### src/rtl/hilo_pkg.sv
`default_nettype none
// ============================================================================
// Module   : hilo_pkg
// Brief    : Opcodes, state encoding and widths shared by the HI/LO unit.
// Revision : 1.0
// ============================================================================
package hilo_pkg;

    localparam int unsigned XLEN = 32;
    localparam int unsigned DLEN = 64;

    typedef logic [2:0] hilo_op_t;

    localparam hilo_op_t OP_NOP   = 3'd0;
    localparam hilo_op_t OP_DIV   = 3'd1;
    localparam hilo_op_t OP_DIVU  = 3'd2;
    localparam hilo_op_t OP_MULT  = 3'd3;
    localparam hilo_op_t OP_MULTU = 3'd4;
    localparam hilo_op_t OP_MTHI  = 3'd5;
    localparam hilo_op_t OP_MTLO  = 3'd6;

    typedef logic [1:0] hilo_state_t;

    localparam hilo_state_t ST_IDLE    = 2'd0;
    localparam hilo_state_t ST_DIV_RUN = 2'd1;
    localparam hilo_state_t ST_MUL_RUN = 2'd2;
    localparam hilo_state_t ST_DONE    = 2'd3;

    function automatic logic op_is_div(input hilo_op_t op);
        return (op == OP_DIV) || (op == OP_DIVU);
    endfunction

    function automatic logic op_is_mul(input hilo_op_t op);
        return (op == OP_MULT) || (op == OP_MULTU);
    endfunction

endpackage
`default_nettype wire

### src/rtl/hilo_mul.sv
`default_nettype none
// ============================================================================
// Module   : hilo_mul
// Brief    : 33x33 signed multiplier (operands sign/zero-extended by signed_i),
//            64-bit product.
// Revision : 1.0
// ============================================================================
module hilo_mul
    import hilo_pkg::*;
(
    input  logic [XLEN-1:0] a_i,
    input  logic [XLEN-1:0] b_i,
    input  logic            signed_i,
    output logic [DLEN-1:0] prod_o
);

    logic [DLEN-1:0] w_a_ext;
    logic [DLEN-1:0] w_b_ext;

    // Extending straight to 64 bits keeps the low half of the product identical
    // to the 33x33 result, so one unsigned multiply covers both flavours.
    assign w_a_ext = {{(DLEN - XLEN){signed_i & a_i[XLEN-1]}}, a_i};
    assign w_b_ext = {{(DLEN - XLEN){signed_i & b_i[XLEN-1]}}, b_i};
    assign prod_o  = w_a_ext * w_b_ext;

endmodule
`default_nettype wire

### src/rtl/hilo_unit.sv
`default_nettype none
// ============================================================================
// Module   : hilo_unit
// Brief    : HI/LO register owner and requester side of the iterative divider
//            handshake. Multiplier is present only when HILO_MUL_EN is defined.
// Revision : 1.0
// ============================================================================
module hilo_unit
    import hilo_pkg::*;
(
    input  logic            clk,
    input  logic            resetn,
    input  logic            req_valid,
    input  logic [2:0]      req_op,
    input  logic [XLEN-1:0] req_src1,
    input  logic [XLEN-1:0] req_src2,
    output logic            req_ready,
    input  logic            flush,
    output logic            busy,
    output logic            done,
    output logic [XLEN-1:0] hi,
    output logic [XLEN-1:0] lo,
    output logic            div_req,
    output logic            div_signed,
    output logic [XLEN-1:0] div_a,
    output logic [XLEN-1:0] div_b,
    input  logic            div_complete,
    input  logic [XLEN-1:0] div_quot,
    input  logic [XLEN-1:0] div_rem
);

    hilo_state_t     state_q;
    hilo_state_t     state_d;
    hilo_op_t        op_q;
    logic [XLEN-1:0] src1_q;
    logic [XLEN-1:0] src2_q;
    logic [XLEN-1:0] hi_q;
    logic [XLEN-1:0] hi_d;
    logic [XLEN-1:0] lo_q;
    logic [XLEN-1:0] lo_d;
    logic            w_issue;

    assign req_ready = resetn & (state_q == ST_IDLE) & ~flush;
    assign w_issue   = req_valid & req_ready;

`ifdef HILO_MUL_EN
    logic [DLEN-1:0] w_prod;

    hilo_mul u_mul (
        .a_i      (src1_q),
        .b_i      (src2_q),
        .signed_i (op_q == OP_MULT),
        .prod_o   (w_prod)
    );
`endif

    // State register
    always_ff @(posedge clk) begin
        if (!resetn) begin
            state_q <= ST_IDLE;
        end else begin
            state_q <= state_d;
        end
    end

    // Operand and HI/LO registers
    always_ff @(posedge clk) begin
        if (!resetn) begin
            op_q   <= OP_NOP;
            src1_q <= '0;
            src2_q <= '0;
            hi_q   <= '0;
            lo_q   <= '0;
        end else begin
            if (w_issue) begin
                op_q   <= req_op;
                src1_q <= req_src1;
                src2_q <= req_src2;
            end
            hi_q <= hi_d;
            lo_q <= lo_d;
        end
    end

    // Next-state logic
    always_comb begin
        state_d = state_q;
        case (state_q)
            ST_IDLE: begin
                if (w_issue) begin
                    if (op_is_div(req_op)) begin
                        state_d = ST_DIV_RUN;
                    end else if (op_is_mul(req_op)) begin
                        state_d = ST_MUL_RUN;
                    end
                end
            end
            ST_DIV_RUN: begin
                if (flush) begin
                    state_d = ST_IDLE;
                end else if (div_complete) begin
                    state_d = ST_DONE;
                end
            end
            ST_MUL_RUN: begin
                state_d = flush ? ST_IDLE : ST_DONE;
            end
            default: begin
                state_d = ST_IDLE;
            end
        endcase
    end

    // Outputs and HI/LO update
    always_comb begin
        busy    = (state_q != ST_IDLE);
        done    = (state_q == ST_DONE);
        div_req = (state_q == ST_DIV_RUN);
        hi_d    = hi_q;
        lo_d    = lo_q;
        case (state_q)
            ST_IDLE: begin
                if (w_issue && (req_op == OP_MTHI)) begin
                    hi_d = req_src1;
                end
                if (w_issue && (req_op == OP_MTLO)) begin
                    lo_d = req_src1;
                end
            end
            ST_DIV_RUN: begin
                // A flush coinciding with completion discards the result.
                if (div_complete && !flush) begin
                    hi_d = div_rem;
                    lo_d = div_quot;
                end
            end
            ST_MUL_RUN: begin
`ifdef HILO_MUL_EN
                if (!flush) begin
                    hi_d = w_prod[DLEN-1:XLEN];
                    lo_d = w_prod[XLEN-1:0];
                end
`endif
            end
            default: begin
            end
        endcase
    end

    // Operands stay registered for the whole run, so the divider sees stable inputs.
    assign div_signed = (op_q == OP_DIV);
    assign div_a      = src1_q;
    assign div_b      = src2_q;
    assign hi         = hi_q;
    assign lo         = lo_q;

endmodule
`default_nettype wire

### config.mk
export PLATFORM = sky130hd
export DESIGN_NAME = hilo_unit
export DESIGN_NICKNAME = d
export VERILOG_FILES = /design/src/rtl/hilo_pkg.sv /design/src/rtl/hilo_mul.sv /design/src/rtl/hilo_unit.sv
export SDC_FILE = /design/constraint.sdc
export NUM_CORES = 1
export LEC_CHECK = 0
export ABC_AREA = 1
export CAP_MARGIN = 10
export CORE_MARGIN = 3
export CORE_UTILIZATION = 45
export DETAILED_ROUTE_END_ITERATION = 7
export GPL_ROUTABILITY_DRIVEN = 0
export HOLD_SLACK_MARGIN = 0.02
export PLACE_DENSITY = 0.89
export SLEW_MARGIN = 20
export SYNTH_ARGS = -nofsm -noshare
export SYNTH_HDL_FRONTEND = slang
export SYNTH_HIERARCHICAL = 1
export SYNTH_SLANG_ARGS = --single-unit
export TNS_END_PERCENT = 5
### constraint.sdc
create_clock -name clk -period 3.5 [get_ports clk]
set_input_delay 0.7 -clock clk [delete_from_list [all_inputs] [get_ports clk]]
set_output_delay 0.7 -clock clk [all_outputs]
set_load 0.03 [all_outputs]
== Word level (Yosys, flattened, before mapping) ==
Cells that the tools add are included.

* Memories: 0
* Bits of input ports: 136
* ROM bits: 0
* Output and inout bits: 133
* RAM bits: 0
* Logic and storage cells: 51
* Bits in latches: 0
* Register bits after elaboration: 133

* Multiply operators: 0
* Muxes and demuxes: 13
* Div/mod/pow operators: 0
* Shift-type cells: 0
* Bitwise logic cells: 4
* Equal/unequal tests: 16
* Reductions and logical operators: 12
* $lt $le $gt $ge: 0
* Add/subtract/negate cells: 0

{| class="wikitable"
|+ Operators by type and width
! kind !! number
|-
| $mux 32 || 4
|-
| $pmux 32 s2 || 2
|-
| $mux 2 || 6
|-
| $eq 3x3->1 const B || 3
|-
| $reduce_and 3->1 || 3
|-
| $eq 3x1->1 const B || 2
|-
| $eq 3x2->1 const B || 2
|-
| $ne 2x1->1 const B || 3
|-
| $pmux 2 s3 || 1
|-
| $eq 2x2->1 const B || 2
|-
| $reduce_bool 2->1 || 2
|-
| $and 1x1->1 || 3
|-
| $logic_and 1x1->1 || 3
|-
| $ne 3x1->1 const B || 1
|-
| $ne 3x2->1 const B || 1
|-
| $eq 2x1->1 const B || 1
|-
| $logic_not 2->1 || 1
|-
| $logic_or 1x1->1 || 2
|-
| $ne 2x2->1 const B || 1
|-
| $logic_not 1->1 || 1
|-
| $not 1->1 || 1
|}

== Longest topological paths before layout ==
Gate-level depths: netlist of run 1.

* Depth after elaboration: 7
* Gate-level depth with buffers: 12
* Mapped depth without buffers: 10

== Least setup slack after synthesis of run 1 ==
No wires, ideal clock.

* Path kind: input -> output
* Start: input port resetn
* End: output port req_ready
* Slack: 1333 ps
* Arrival time: 1467 ps
* Stages on the path: 4
* Path buffers: 2
* Required time: 2800 ps
* Cells stage by stage: buf_2 > buf_1 > nand3_1 > inv_1

* Longest elaborated chain between the ends: 2

{| class="wikitable"
|+ Ends and longest elaborated chain
! what !! line !! text
|-
| start: declaration || hilo_unit.sv:12 || <nowiki>input logic resetn,</nowiki>
|-
| $and 1x1->1 (2 in series) || hilo_unit.sv:43 || <nowiki>assign req_ready = resetn & (state_q == ST_IDLE) & ~flush;</nowiki>
|-
| end: declaration || hilo_unit.sv:17 || <nowiki>output logic req_ready,</nowiki>
|}

No other way between the ends.

== Worst setup path in the final report of run 1 ==
* Start: register state_q[1]
* End: output port req_ready

* Longest elaborated chain between the ends: 3

{| class="wikitable"
|+ Ends and longest elaborated chain
! what !! line !! text
|-
| start: declaration || hilo_unit.sv:32 || <nowiki>hilo_state_t state_q;</nowiki>
|-
| start signal: assignment || hilo_unit.sv:62 || <nowiki>state_q <= state_d;</nowiki>
|-
| $logic_not 2->1 || hilo_unit.sv:43 ||
|-
| $and 1x1->1 (2 in series) || hilo_unit.sv:43 ||
|}

No other way between the ends.

==> results.sh, run 1 <==
export IMPL_status="finished, final reports clean"
export IMPL_cts_tree="yes"
export IMPL_cts_hold_buf=0
export IMPL_maxSlewHeadroom=0.345
export IMPL_final_setup_viol_count=0
export IMPL_syn_area_um2=5750
export IMPL_timing_rr_end="div_a[26]$_SDFFE_PN0P_"
export IMPL_clock_sinks=133
export IMPL_cts_resized=0
export IMPL_drive_gt1_frac=0.0488
export IMPL_nFillCells=896
export IMPL_cp_arrival_ns=2.21
export IMPL_min_period_over_period=0.832
export IMPL_tightest_slew_ns=0.983
export IMPL_synth_seq_cells=133
export IMPL_htreeDepth=4
export IMPL_fin_tns_setup_ns=0
export IMPL_clk_latency_ns=0.42
export IMPL_n_antenna_cell=0
export IMPL_post_cts_buffers=0
export IMPL_grt_ovfl_total=0
export IMPL_cts_reportedPaths_clkPinSlew_ns=0.05
export IMPL_yosysTopAreaCellShare=0.463
export IMPL_vias=6391
export IMPL_die_area_um2=14200
export IMPL_grt_pass1_vias=6025
export IMPL_worstPathRequired_ns=2.80
export IMPL_synthTopCellsByArea="dfxtp_1, a21oi_1, nand2_1"
export IMPL_io_pins=269
export IMPL_die_w_um=119
export IMPL_die_h_um=119
export IMPL_period_minus_slack_ns=2.91
export IMPL_ctsRootBufferMaster="clkbuf_16"
export IMPL_vdd_ir_drop_worst_v=0.000573
export IMPL_ff2ff_path_depth=7
export IMPL_rrSetupSlack_ns=1.12
export IMPL_syn_nets=939
export IMPL_regArea_um2=2660
export IMPL_nNetsFinal=1172
export IMPL_cts_buffers=17
export IMPL_path_max_fanout=8
export IMPL_grt_max_degree=99
export IMPL_port_buffers=268
export IMPL_report_final_slew_viol_count=0
export IMPL_grt_pass1_wl_um=30900
export IMPL_clock_path_buffers=2
export IMPL_antenna_found_initial=1
export IMPL_critPathKind="flip-flop to output port"
export IMPL_clock_fmax_mhz=344
export IMPL_power_leakage_nw=3.64
export IMPL_rows=40
export IMPL_whs_path_depth=2
export IMPL_yosysSeqAreaShare=0.463
export IMPL_grtUsageTotal=0.276
export IMPL_holdCritPathClass="flip-flop to flip-flop"
export IMPL_hold_end="div_b[20]$_SDFFE_PN0P_"
export IMPL_ys_warn_count=6
export IMPL_worst_setup_path_start_kind="flip-flop"
export IMPL_drc=0
export IMPL_first_pass_iters=7
export IMPL_end_kind="output port"
export IMPL_ant_nets=0
export IMPL_synth_top_area_cell="dfxtp_1"
export IMPL_drt_iter0_drc=537
export IMPL_multiInputGateArea_um2=2570
export IMPL_fin_total_pwr_w=0.00689
export IMPL_drt_wl_total_um=20200
export IMPL_worstHoldStart="div_b[20]$_SDFFE_PN0P_"
export IMPL_r2r_start="state_q[1]$_SDFFE_PN0P_"
export IMPL_power_density_nw_per_um2=760
export IMPL_hold_viol=0
export IMPL_fin_skew_ns=0.00842
export IMPL_core_area_um2=12300
export IMPL_syn_area_per_cell_um2=7.19
export IMPL_synth_cells=800
export IMPL_synthToLayoutAreaGrowth_pct=57.5
export IMPL_routed_via_density=5.26
export IMPL_cap_violations=0
export IMPL_start_util=0.469
export IMPL_avgRoutedWirePerCell_um=16.7
export IMPL_dpl_hpwl_um=14000
export IMPL_rsz0062_at_grt="no"
export IMPL_ys_types=21
-- state kept, by name, indices dropped and copies added (netlist names) --
name / count
state_q: 2
div_a: 32
hi: 32
div_b: 32
op_q: 3
lo: 32
-- Yosys cell counts --
master,n
dfxtp_1,133
inv_4,1
a21oi_1,195
clkinv_1,1
nand2_1,149
o21ai_4,2
buf_4,7
inv_1,42
nand4_4,1
nor2_1,98
nor3_1,1
buf_1,6
buf_6,9
buf_2,26
ha_1,3
nand3b_1,1
clkbuf_1,18
o21ai_0,31
nand3_1,72
nand4_1,1
o21ai_1,3
-- critical path, cell delays in order, from the launching register on --
cell and delay (ns):
dfxtp_1 0.31, inv_1 0.12, ha_1 0.46, nand3_1 0.15
inv_1 0.08, clkdlybuf4s50_1 0.67
-- metrics by stage --
| stage | utilization | worst slack, ns | cells | instance area [um2] | hold WS, ns |
|---|---|---|---|---|---|
| 2_1_floorplan | - | 1.33 | 800 | 5750 | 0.430 |
| 3_3_place_gp | 0.686 | 0.691 | 1182 | 8420 | 0.450 |
| 3_5_place_dp | 0.686 | 0.673 | 1182 | 8420 | 0.456 |
| 4_1_cts | 0.738 | 0.573 | 1214 | 9050 | 0.465 |
| 5_1_grt | 0.738 | 0.444 | 1214 | 9050 | 0.490 |
| 6_report | 0.738 | 0.589 | 1214 | 9050 | 0.463 |
-- cells in the final DEF, fill, tap and decap left out --
master	netlist	final
clkdlybuf4s50_1	0	267
a21oi_1	195	195
nand2_1	149	149
dfxtp_1	133	133
nor2_1	98	98
nand3_1	72	72
inv_1	42	42
o21ai_0	31	31
clkbuf_16	0	17
buf_4	7	10
clkbuf_8	0	7
clkinv_2	0	4
o21ai_4	2	3
bufinv_16	0	3
buf_12	0	3
o21ai_1	3	2
ha_1	3	2
nor3_1	1	1
nand4_4	1	1
inv_4	1	1
clkinv_1	1	1
nand4_1	1	1
nand3b_1	1	1
ha_4	0	1
clkinvlp_4	0	1
-- worst max-delay path by stage --
stage                                  from   endpoint  slack [ns]
CTS                 state_q[1]$_SDFFE_PN0P_  req_ready        0.57
global placement                      flush  req_ready        0.69
detailed placement                    flush  req_ready        0.67
finish              state_q[1]$_SDFFE_PN0P_  req_ready        0.59
global route        state_q[1]$_SDFFE_PN0P_  req_ready        0.44
floorplan                            resetn  req_ready        1.33
-- report_power, final --
group | internal (W) | switching (W)
combinational | 0.00114 | 0.00193
sequential | 0.00180 | 0.000141
clock | 0.00125 | 0.000638
-- logic make-up after synthesis --
kind of cell             after synthesis  synth area share
flip-flops                           133             0.463
buffers and inverters                110            0.0943
AND/OR/NAND/NOR                      323             0.231
adder cells (fa/ha/maj)                3           0.00653
AO/OA/AOI/OAI                        231             0.205
-- layer usage --
layer	wire length [um]	track usage	up-vias
li1	-	-	3097
met1	7650	0.303	2937
met2	10100	0.480	315
met3	1960	0.109	40
met4	520	0.101	2
met5	13	0	-
-- final cells by class --
| class | count | share of cell area |
|---|---|---|
| Timing Repair Buffer | 280 | 0.310 |
| Sequential cell | 133 | 0.294 |
| Multi-Input combinational cell | 557 | 0.284 |
| Clock buffer | 24 | 0.0576 |
| Tap cell | 168 | 0.0232 |
| Inverter | 44 | 0.0185 |
| Clock inverter | 8 | 0.0130 |
Note: power is estimated with default switching activity, not from simulation.
==> run 2: changes to the inputs <==
--- a/config.mk
+++ b/config.mk
@@ -8,11 +8,11 @@
 export ABC_AREA = 1
 export CAP_MARGIN = 10
 export CORE_MARGIN = 3
-export CORE_UTILIZATION = 45
+export CORE_UTILIZATION = 37
 export DETAILED_ROUTE_END_ITERATION = 7
 export GPL_ROUTABILITY_DRIVEN = 0
 export HOLD_SLACK_MARGIN = 0.02
-export PLACE_DENSITY = 0.89
+export PLACE_DENSITY = 0.78
 export SLEW_MARGIN = 20
 export SYNTH_ARGS = -nofsm -noshare
 export SYNTH_HDL_FRONTEND = slang
==> constraint.sdc (replaced) <==
create_clock -name clk -period 2.5 [get_ports clk]
set_input_delay 0.5 -clock clk [delete_from_list [all_inputs] [get_ports clk]]
set_output_delay 0.5 -clock clk [all_outputs]
set_load 0.03 [all_outputs]
==> results.sh, run 2 (synthesis gave the netlist of run 1 again) <==
export IMPL_start_util=0.387
export IMPL_drc=0
export IMPL_cap_violations=0
export IMPL_cts_buffers=17
export IMPL_io_pins=269
export IMPL_fin_skew_ns=0.00612
export IMPL_power_leakage_nw=3.67
export IMPL_grtUsageTotal=0.220
export IMPL_vias=6094
export IMPL_holdCritPathClass="flip-flop to flip-flop"
export IMPL_final_setup_viol_count=0
export IMPL_utilization=0.613
export IMPL_drt_iter0_drc=319
export IMPL_pre_cts_slack_ns=0.258
export IMPL_grt_pass1_wl_um=29300
export IMPL_stdcell_count=1235
export IMPL_first_pass_iters=5
export IMPL_n_antenna_cell=0
export IMPL_clock_sinks=133
export IMPL_cp_arrival_ns=1.80
export IMPL_path_max_fanout=55
export IMPL_drive_gt1_frac=0.0552
export IMPL_synthToLayoutAreaGrowth_pct=58.5
export IMPL_clock_path_buffers=2
export IMPL_layout_setup_ws_ns=0.202
export IMPL_maxSlewHeadroom=0.569
export IMPL_grt_ovfl_total=0
export IMPL_die_h_um=131
export IMPL_cts_tree="yes"
export IMPL_end_kind="output port"
export IMPL_routed_via_density=4.93
export IMPL_cts_resized=0
export IMPL_cts_reportedPaths_clkPinSlew_ns=0.06
export IMPL_ant_nets=0
export IMPL_post_cts_buffers=0
export IMPL_rsz0062_at_grt="no"
export IMPL_layout_common_cells="clkdlybuf4s50_1, a21oi_1, nand2_1"
export IMPL_worst_setup_path_start_kind="flip-flop"
export IMPL_die_w_um=131
export IMPL_report_final_slew_viol_count=0
export IMPL_drt_wl_total_um=19200
export IMPL_port_buffers=268
export IMPL_fin_tns_setup_ns=0
export IMPL_power_density_nw_per_um2=1050
export IMPL_avgRoutedWirePerCell_um=15.6
export IMPL_cts_hold_buf=0
export IMPL_critPathKind="flip-flop to output port"
export IMPL_rows=44
export IMPL_vdd_ir_drop_worst_v=0.000680
export IMPL_htreeDepth=4
export IMPL_worstPathRequired_ns=2.00
export IMPL_clock_fmax_mhz=435
export IMPL_ctsRootBufferMaster="clkbuf_16"
export IMPL_die_area_um2=17100
export IMPL_period_minus_slack_ns=2.30
export IMPL_dpl_hpwl_um=13700
export IMPL_mostFrequentLayoutCell="clkdlybuf4s50_1"
export IMPL_min_period_over_period=0.919
export IMPL_antenna_found_initial=0
export IMPL_clk_latency_ns=0.42
export IMPL_hold_viol=0
export IMPL_core_area_um2=14900
export IMPL_nNetsFinal=1177
export IMPL_grt_pass1_vias=5554
export IMPL_status="finished, final reports clean"
export IMPL_tightest_slew_ns=0.644
export IMPL_grt_max_degree=69
export IMPL_placed_cells=1203
## run 2: cell types whose count changed in the layout (fill, tap and decap cells not counted)
cell,before,now
buf_4,10,15
clkbuf_8,7,4
clkdlybuf4s50_1,267,264
clkinv_4,0,3
clkinv_2,4,2
clkinvlp_4,1,3
buf_12,3,4
buf_2,0,1
dlymetal6s2s_1,0,1
## run 2: path summary, 6_finish.rpt
check,from,endpoint,slack (ns),cells past startpoint
max,state_q[1]$_SDFFE_PN0P_,div_req,0.20,4
max reg2reg,state_q[1]$_SDFFE_PN0P_,hi[4]$_SDFFE_PN0P_,0.49,9
min reg2reg,div_b[2]$_SDFFE_PN0P_,div_b[2]$_SDFFE_PN0P_,0.46,2
min,div_b[2]$_SDFFE_PN0P_,div_b[2]$_SDFFE_PN0P_,0.46,2
## run 2: worst max-delay path, cell delays in order (launching register included)
cell and delay [ns]:
dfxtp_1 0.31, inv_1 0.13, ha_4 0.19, buf_4 0.48, buf_4 0.26
## run 2: cell type report
cell class              instances  area (um2)
clock buffers                  21         480
fillers                      1325        5750
clock inverters                11         149
inverters                      44         168
well taps                     184         230
multi-input cells             557        2570
flip-flops and latches        133        2660
repair buffers                285        2850
## run 2: per-stage QoR
step	hold WS (ns)	area (um2)	power (W)
3_5_place_dp	0.452	8480	0.00702
4_1_cts	0.461	9110	0.00967
5_1_grt	0.477	9110	0.0102
2_1_floorplan	0.430	5750	0.00562
3_3_place_gp	0.447	8480	0.00697
6_report	0.463	9110	0.00961
## run 2: power by group
group / internal (W) / leakage [nW] / switching, W
logic: 0.00163 / 2.28 / 0.00265
registers: 0.00251 / 1.09 / 0.000192
clock network: 0.00167 / 0.301 / 0.000943
## run 2: metal layers
| metal | track usage | vias to the layer above | share of wire |
|---|---|---|---|
| li1 | - | 3120 | - |
| met1 | 0.290 | 2701 | 0.43 |
| met2 | 0.330 | 248 | 0.44 |
| met3 | 0.0963 | 25 | 0.11 |
| met4 | 0.0611 | 0 | 0.017 |
| met5 | 0 | - | 0 |
